===== src/rtl/tape_out_sched.sv =====
`default_nettype none
// ============================================================================
// Module      : tape_out_sched
// Description : Cassette-output block scheduler. Drives the bit generator
//               through leader bytes, a sync byte, the payload bytes queued
//               in a 4-entry FIFO, and a trailing silence gap.
// Revision    : 1.0 - initial release
// ============================================================================
module tape_out_sched #(
    parameter int unsigned LEADER_LEN  = 256,
    parameter logic [7:0]  LEADER_BYTE = 8'h16,
    parameter logic [7:0]  SYNC_BYTE   = 8'h24,
    parameter int unsigned GAP_CYCLES  = 16000
) (
    input  logic       clk_i,
    input  logic       reset_i,
    input  logic       go_i,
    input  logic       abort_i,
    input  logic       wr_en_i,
    input  logic [7:0] wr_data_i,
    input  logic       wr_last_i,
    output logic       fifo_full_o,
    output logic [2:0] fifo_count_o,
    output logic       busy_o,
    output logic       underrun_o,
    output logic       block_done_o,
    output logic       gen_start_o,
    output logic [7:0] gen_din_o,
    input  logic       gen_done_i
);

    // Gap counter runs 0 .. GAP_CYCLES-1
    localparam int unsigned      GAP_W       = (GAP_CYCLES > 1) ? $clog2(GAP_CYCLES) : 1;
    localparam logic [GAP_W-1:0] GAP_LAST    = GAP_W'(GAP_CYCLES - 1);
    localparam logic [9:0]       LEADER_INIT = 10'(LEADER_LEN);

    typedef enum logic [2:0] {
        ST_IDLE   = 3'd0,
        ST_ISSUE  = 3'd1,
        ST_SETTLE = 3'd2,
        ST_WAIT   = 3'd3,
        ST_GAP    = 3'd4
    } state_t;

    typedef enum logic [1:0] {
        PH_LEADER = 2'd0,
        PH_SYNC   = 2'd1,
        PH_DATA   = 2'd2
    } phase_t;

    // ------------------------------------------------------------------
    // Payload FIFO: {last, data}, circular
    // ------------------------------------------------------------------
    logic [8:0] mem_q [4];
    logic [1:0] wptr_q;
    logic [1:0] rptr_q;
    logic [2:0] count_q;
    logic       w_full;
    logic       w_empty;
    logic       w_push;
    logic       w_pop;
    logic [8:0] w_head;

    assign w_full  = (count_q == 3'd4);
    assign w_empty = (count_q == 3'd0);
    // A write against a full FIFO is lost even if a pop frees a slot this cycle
    assign w_push  = wr_en_i & ~w_full & ~abort_i;
    assign w_head  = mem_q[rptr_q];

    // Storage array; no reset needed, validity is tracked by count_q
    always_ff @(posedge clk_i) begin
        if (w_push) begin
            mem_q[wptr_q] <= {wr_last_i, wr_data_i};
        end
    end

    // FIFO pointers and occupancy; abort flushes everything
    always_ff @(posedge clk_i or posedge reset_i) begin
        if (reset_i) begin
            wptr_q  <= 2'd0;
            rptr_q  <= 2'd0;
            count_q <= 3'd0;
        end else if (abort_i) begin
            wptr_q  <= 2'd0;
            rptr_q  <= 2'd0;
            count_q <= 3'd0;
        end else begin
            if (w_push) begin
                wptr_q <= wptr_q + 2'd1;
            end
            if (w_pop) begin
                rptr_q <= rptr_q + 2'd1;
            end
            count_q <= count_q + {2'b00, w_push} - {2'b00, w_pop};
        end
    end

    // ------------------------------------------------------------------
    // Sequencer
    // ------------------------------------------------------------------
    state_t           state_q,      state_d;
    phase_t           phase_q,      phase_d;
    logic [9:0]       lcnt_q,       lcnt_d;
    logic [GAP_W-1:0] gcnt_q,       gcnt_d;
    logic             stall_q,      stall_d;
    logic             last_q,       last_d;
    logic             underrun_q,   underrun_d;
    logic             block_done_q, block_done_d;
    logic             gen_start_q,  gen_start_d;
    logic [7:0]       gen_din_q,    gen_din_d;
    logic             w_fire;

    // Next-state logic. A "fire" loads the byte and start pulse at the same
    // edge that enters the ISSUE cycle, so both are visible during ISSUE.
    always_comb begin
        state_d      = state_q;
        phase_d      = phase_q;
        lcnt_d       = lcnt_q;
        gcnt_d       = gcnt_q;
        stall_d      = stall_q;
        last_d       = last_q;
        underrun_d   = underrun_q;
        block_done_d = 1'b0;
        gen_start_d  = 1'b0;
        gen_din_d    = gen_din_q;
        w_pop        = 1'b0;
        w_fire       = 1'b0;

        case (state_q)
            ST_IDLE: begin
                if (go_i) begin
                    state_d    = ST_ISSUE;
                    lcnt_d     = LEADER_INIT;
                    phase_d    = (LEADER_LEN == 0) ? PH_SYNC : PH_LEADER;
                    underrun_d = 1'b0;
                    w_fire     = 1'b1;
                end
            end
            ST_ISSUE: begin
                if (stall_q) begin
                    // Waiting on an empty FIFO: resume as soon as data exists
                    underrun_d = 1'b1;
                    if (!w_empty) begin
                        stall_d = 1'b0;
                        w_fire  = 1'b1;
                    end
                end else begin
                    state_d = ST_SETTLE;
                end
            end
            ST_SETTLE: begin
                state_d = ST_WAIT;
            end
            ST_WAIT: begin
                if (gen_done_i) begin
                    case (phase_q)
                        PH_LEADER: begin
                            lcnt_d  = lcnt_q - 10'd1;
                            if (lcnt_q == 10'd1) begin
                                phase_d = PH_SYNC;
                            end
                            state_d = ST_ISSUE;
                            w_fire  = 1'b1;
                        end
                        PH_SYNC: begin
                            phase_d = PH_DATA;
                            state_d = ST_ISSUE;
                            if (w_empty) begin
                                stall_d = 1'b1;
                            end else begin
                                w_fire = 1'b1;
                            end
                        end
                        default: begin
                            if (last_q) begin
                                state_d = ST_GAP;
                                gcnt_d  = '0;
                            end else begin
                                state_d = ST_ISSUE;
                                if (w_empty) begin
                                    stall_d = 1'b1;
                                end else begin
                                    w_fire = 1'b1;
                                end
                            end
                        end
                    endcase
                end
            end
            ST_GAP: begin
                if (gcnt_q == GAP_LAST) begin
                    state_d      = ST_IDLE;
                    block_done_d = 1'b1;
                end else begin
                    gcnt_d = gcnt_q + GAP_W'(1);
                end
            end
            default: begin
                state_d = ST_IDLE;
            end
        endcase

        if (w_fire) begin
            gen_start_d = 1'b1;
            case (phase_d)
                PH_LEADER: gen_din_d = LEADER_BYTE;
                PH_SYNC:   gen_din_d = SYNC_BYTE;
                default: begin
                    gen_din_d = w_head[7:0];
                    last_d    = w_head[8];
                    w_pop     = 1'b1;
                end
            endcase
        end

        // Abort wins over everything; the byte on gen_din and underrun stay
        if (abort_i) begin
            state_d      = ST_IDLE;
            phase_d      = phase_q;
            lcnt_d       = lcnt_q;
            stall_d      = 1'b0;
            last_d       = last_q;
            underrun_d   = underrun_q;
            block_done_d = 1'b0;
            gen_start_d  = 1'b0;
            gen_din_d    = gen_din_q;
            w_pop        = 1'b0;
        end
    end

    // Sequencer state and registered outputs
    always_ff @(posedge clk_i or posedge reset_i) begin
        if (reset_i) begin
            state_q      <= ST_IDLE;
            phase_q      <= PH_LEADER;
            lcnt_q       <= 10'd0;
            gcnt_q       <= '0;
            stall_q      <= 1'b0;
            last_q       <= 1'b0;
            underrun_q   <= 1'b0;
            block_done_q <= 1'b0;
            gen_start_q  <= 1'b0;
            gen_din_q    <= 8'h00;
        end else begin
            state_q      <= state_d;
            phase_q      <= phase_d;
            lcnt_q       <= lcnt_d;
            gcnt_q       <= gcnt_d;
            stall_q      <= stall_d;
            last_q       <= last_d;
            underrun_q   <= underrun_d;
            block_done_q <= block_done_d;
            gen_start_q  <= gen_start_d;
            gen_din_q    <= gen_din_d;
        end
    end

    assign fifo_full_o  = w_full;
    assign fifo_count_o = count_q;
    assign busy_o       = (state_q != ST_IDLE);
    assign underrun_o   = underrun_q;
    assign block_done_o = block_done_q;
    assign gen_start_o  = gen_start_q;
    assign gen_din_o    = gen_din_q;

endmodule
`default_nettype wire


===== config.mk =====
export PLATFORM = sky130hd
export DESIGN_NAME = tape_out_sched
export DESIGN_NICKNAME = d
export VERILOG_FILES = /design/src/rtl/tape_out_sched.sv
export SDC_FILE = /design/constraint.sdc
export NUM_CORES = 1
export LEC_CHECK = 0
export CAP_MARGIN = 30
export CORE_UTILIZATION = 55
export CTS_CLUSTER_SIZE = 14
export DETAILED_ROUTE_END_ITERATION = 10
export PLACE_DENSITY = 0.81
export SLEW_MARGIN = 40
export SYNTH_ARGS = -nofsm -noshare
export SYNTH_HDL_FRONTEND = slang
export SYNTH_SLANG_ARGS = --single-unit

===== constraint.sdc =====
create_clock -name clk_i -period 3.2 [get_ports clk_i]
set_clock_uncertainty 0.1 [all_clocks]
set_input_delay 0.48 -clock clk_i [delete_from_list [all_inputs] [get_ports clk_i]]
set_output_delay 0.48 -clock clk_i [all_outputs]
set_load 0.02 [all_outputs]

==> summary.txt <==
Clock tree
  – H-Tree Level Count: 3
  – Clk sinks: 85
  – Resized cells post-CTS: 0
  – Setup Buffers After CTS: 0
  – Clock Path Buffers: 2
  – CTS tree: built
  – Hold_buf cts: 0
  – Clk slew on worst S/H paths: about 0.090 ns
  – Num CTS Buffers: 9
  – Clock root buffer: clkbuf_8
  – Clk_lat worst skew: about 0.34 ns

Logic synthesis
  – Synth cell types: between 60 and 70
  – Post-synth top area share: between 30% and 40%
  – Synth Area in XOR/XNOR: 3.68%
  – Largest family of logic cells by synthesized area: simple AND/OR/NAND/NOR gates
  – Post-synth EDFFs: 36
  – Synth Area in Adders: roughly 3.3%
  – Area leader, netlist: dfrtp_1
  – Net Count, Synth: between 300 and 400
  – Simple-gate share of the synthesized area: 18.3%
  – Synth Instances: between 300 and 400
  – Synth top area cells: dfrtp_1, edfxtp_1, mux4_2
  – Register area share after synthesis: between 50% and 60%
  – Mapped Avg Cell Area: approximately 12 µm²
  – Synthesized area: slightly above 4000 µm²
  – Main synth FF type: dfrtp_1
  – Seq cells post-synth: 85
  – Synth Area in Compound Gates: approximately 8.9%
  – Ys Warns: 0
  – Post-synthesis mux area share: 5.81%
  – Async S/R FF share, synth: between 50% and 60%

Setup path
  – Crit-path max FO: 5
  – Kind of critical path: input pin to register
  – Critical Path Slowest Stage Cell: or4b_4
  – CP endpoint kind: register
  – Crit path DAT: about 2.9 ns
  – Flop2flop setup slack: approximately 0.49 ns
  – CP required: approximately 3.3 ns
  – Slowest Stage Delay on Critical Path: between 0.5 and 0.6 ns
  – Crit path cell chain: clkdlybuf4s50_1 -> or4b_4 -> a22oi_4 -> nor4_2 -> ha_1 -> inv_1 -> ha_1 -> inv_1 -> fa_1 -> xnor2_1 -> nor2_1
  – Startpoint types: input pin

Power
  – Comb power frac: approximately 16%
  – Sw Ratio: ~28%
  – Sequential Power Share: ~55%
  – P_sw: ~660 µW
  – Pwr/cell area: 508 nW/µm²
  – Clock power share: 29.6%
  – Leakage: about 0.0018 µW
  – Peak VDD IR: approximately 0.00025 V
  – Cell Int Power: 1700 µW

Die
  – Die Span Y: roughly 88 µm
  – Die footprint: slightly below 8000 µm²
  – IO Count: 31
  – Die W: between 80 and 90 µm
  – Row cnt: 30
  – Initial Utilization: about 58%
  – Core ar.: just under 7000 µm²

Drt
  – Routed vias/inst: 5.65
  – Final ANT Viol Nets: 0
  – WL per Instance: 16.0 µm
  – Initial DRT Pass Iterations: 4
  – Vias: around 2600
  – Remaining DRCs: 0
  – Total Wirelength: approximately 7500 µm
  – DRT iter0 DRCs: between 150 and 200

STA
  – Sum Neg Setup Slack: 0 ns
  – Fin crit period: between 2 and 3 ns
  – Final Slew Violations: 0
  – Final Hold Viols: 0
  – Fin crit share: between 80 and 90%
  – RSZ-0062 raised after global routing: no
  – Relative slew margins: roughly three fifths
  – Tightest Pin Transition: around 0.63 ns
  – Fmax: around 360 MHz
  – Setup violations, final: 0

Placement
  – DP Cell Count: ~450
  – DP Area: 4470 µm²
  – Hpwl dp: 5390 µm
  – Placer Congestion: 0.877
  – PortBufs: 30

GRT
  – Largest net degree at the start of global routing: 26
  – Global-route wire length before repair: roughly 13000 µm
  – Number of global-route vias before repair: 2687
  – Total grt overflow: 0
  – Initial antenna violation count: 0
  – GRT Total Usage: 22.2%

Final layout
  – Layout area overhead: 15.0%
  – Fin area: roughly 4700 µm²
  – Post-layout net count: 392
  – # diodes: 0
  – Layout cells sized above 1: between 10% and 20%
  – Finished Layout Cells: 468

Min path
  – Hold WC Path Type: input pin to asynchronous set/reset pin

Status
  – Status: finished, final reports clean

Job
  – Number of max-cap violations: 0
## placed cells by master, fill, tap and decap left out, types with 5 or more instances in the layout
master / instances
a21oi_1: 12
and2_1: 6
and3_1: 7
buf_4: 11
clkbuf_8: 10
clkdlybuf4s50_1: 30
dfrtp_1: 49
edfxtp_1: 36
ha_1: 9
inv_1: 11
mux4_2: 9
nand2_1: 26
nand3_1: 10
nor2_1: 29
nor3_1: 5
nor3b_1: 5
o21ai_0: 9
o21ai_1: 8
or3_1: 5
xnor2_1: 11
xor2_1: 6
## stage by stage
step                      setup slack (ns)  hold WS, ns  power (µW)  utilization (%)
after floorplan                      0.489        0.372        1560                -
after global placement              0.0936        0.370        1670             64.4
after detailed placement            0.0530        0.381        1690             64.4
after CTS                            0.417        0.400        2380             67.0
after global routing                 0.259        0.423        2480             67.0
final                                0.405        0.392        2370             67.0
## cell type report
| cell class | count | area, µm² |
|---|---|---|
| clock buffer | 10 | 138 |
| clock inverter | 6 | 45.0 |
| fill | 513 | 2290 |
| inverter | 12 | 45.0 |
| multi-input combinational | 218 | 1620 |
| sequential | 85 | 2310 |
| tap | 96 | 120 |
| timing repair buffer | 41 | 383 |
## state kept, by name (all words and copies together), names as in the netlist, 2 cells and up
name and flops:
mem_q 36, gcnt_q 14, lcnt_q 10, gen_din_o 8, fifo_count_o 3, state_q 3, phase_q 2, rptr_q 2
wptr_q 2
## critical path: cells and delay by family
kind / cells / cell delay, ns
compound gates: 1 / 0.22
buf+inv: 3 / 0.62
xor+xnor: 1 / 0.16
fa+ha+maj: 3 / 0.80
simple gates: 3 / 0.65
## final timing paths
| check | start | to | cells after the start |
|---|---|---|---|
| worst min-delay path | reset_i | lcnt_q[0]$_DFFE_PP0P_ | 2 |
| worst min register to register | gen_din_o[0]$_DFFE_PP0P_ | gen_din_o[0]$_DFFE_PP0P_ | 2 |
| worst max register to register | state_q[2]$_DFFE_PP0P_ | fifo_count_o[2]$_DFF_PP0_ | 10 |
| worst max-delay path | go_i | fifo_count_o[2]$_DFF_PP0_ | 11 |
| min in group clk_i | gen_din_o[0]$_DFFE_PP0P_ | gen_din_o[0]$_DFFE_PP0P_ | 2 |
| max in group asynchronous | reset_i | stall_q$_DFFE_PP0P_ | 3 |
## power by group through the flow
stage               sequential (µW)  combinational [µW]  clock (µW)
floorplan                      1310                 256           0
global placement               1310                 364           0
detailed placement             1310                 376           0
CTS                            1290                 378         712
global route                   1300                 417         758
finish                         1290                 374         701
## synth_stat cells, types with 2 or more instances
cell type and number:
dfrtp_1 49, edfxtp_1 36, nor2_1 29, nand2_1 26, a21oi_1 12, inv_1 12, xnor2_1 11, nand3_1 10
ha_1 9, mux4_2 9, o21ai_0 9, o21ai_1 8, and3_1 7, and2_1 6, clkbuf_1 6, xor2_1 6
nor3_1 5, nor3b_1 5, or3_1 5, nand2b_1 4, nand4_1 4, nor4_2 4, o31ai_1 4, buf_2 3
buf_6 3, nor2b_1 3, nor4b_1 3, a211oi_1 2, and4_1 2, buf_1 2, nand3b_1 2, nand4b_1 2
o41ai_1 2, or2_1 2
## logic make-up (layout without fill, tap and decap cells)
| family | count (synthesis) | after routing |
|---|---|---|
| simple gates | 127 | 127 |
| buf+inv | 26 | 69 |
| mux | 12 | 12 |
| flops | 85 | 85 |
| compound gates | 52 | 52 |
| xor+xnor | 17 | 17 |
| fa+ha+maj | 10 | 10 |
## metal layers
metal | GRT usage, % | vias up | share of wire [%]
li1 | - | 1279 | -
met1 | 30.2 | 1304 | 46
met2 | 36.2 | 53 | 49
met3 | 3.20 | 10 | 2.6
met4 | 8.94 | 0 | 1.5
met5 | 0 | - | 0
Power figures use the tool's default switching activity.
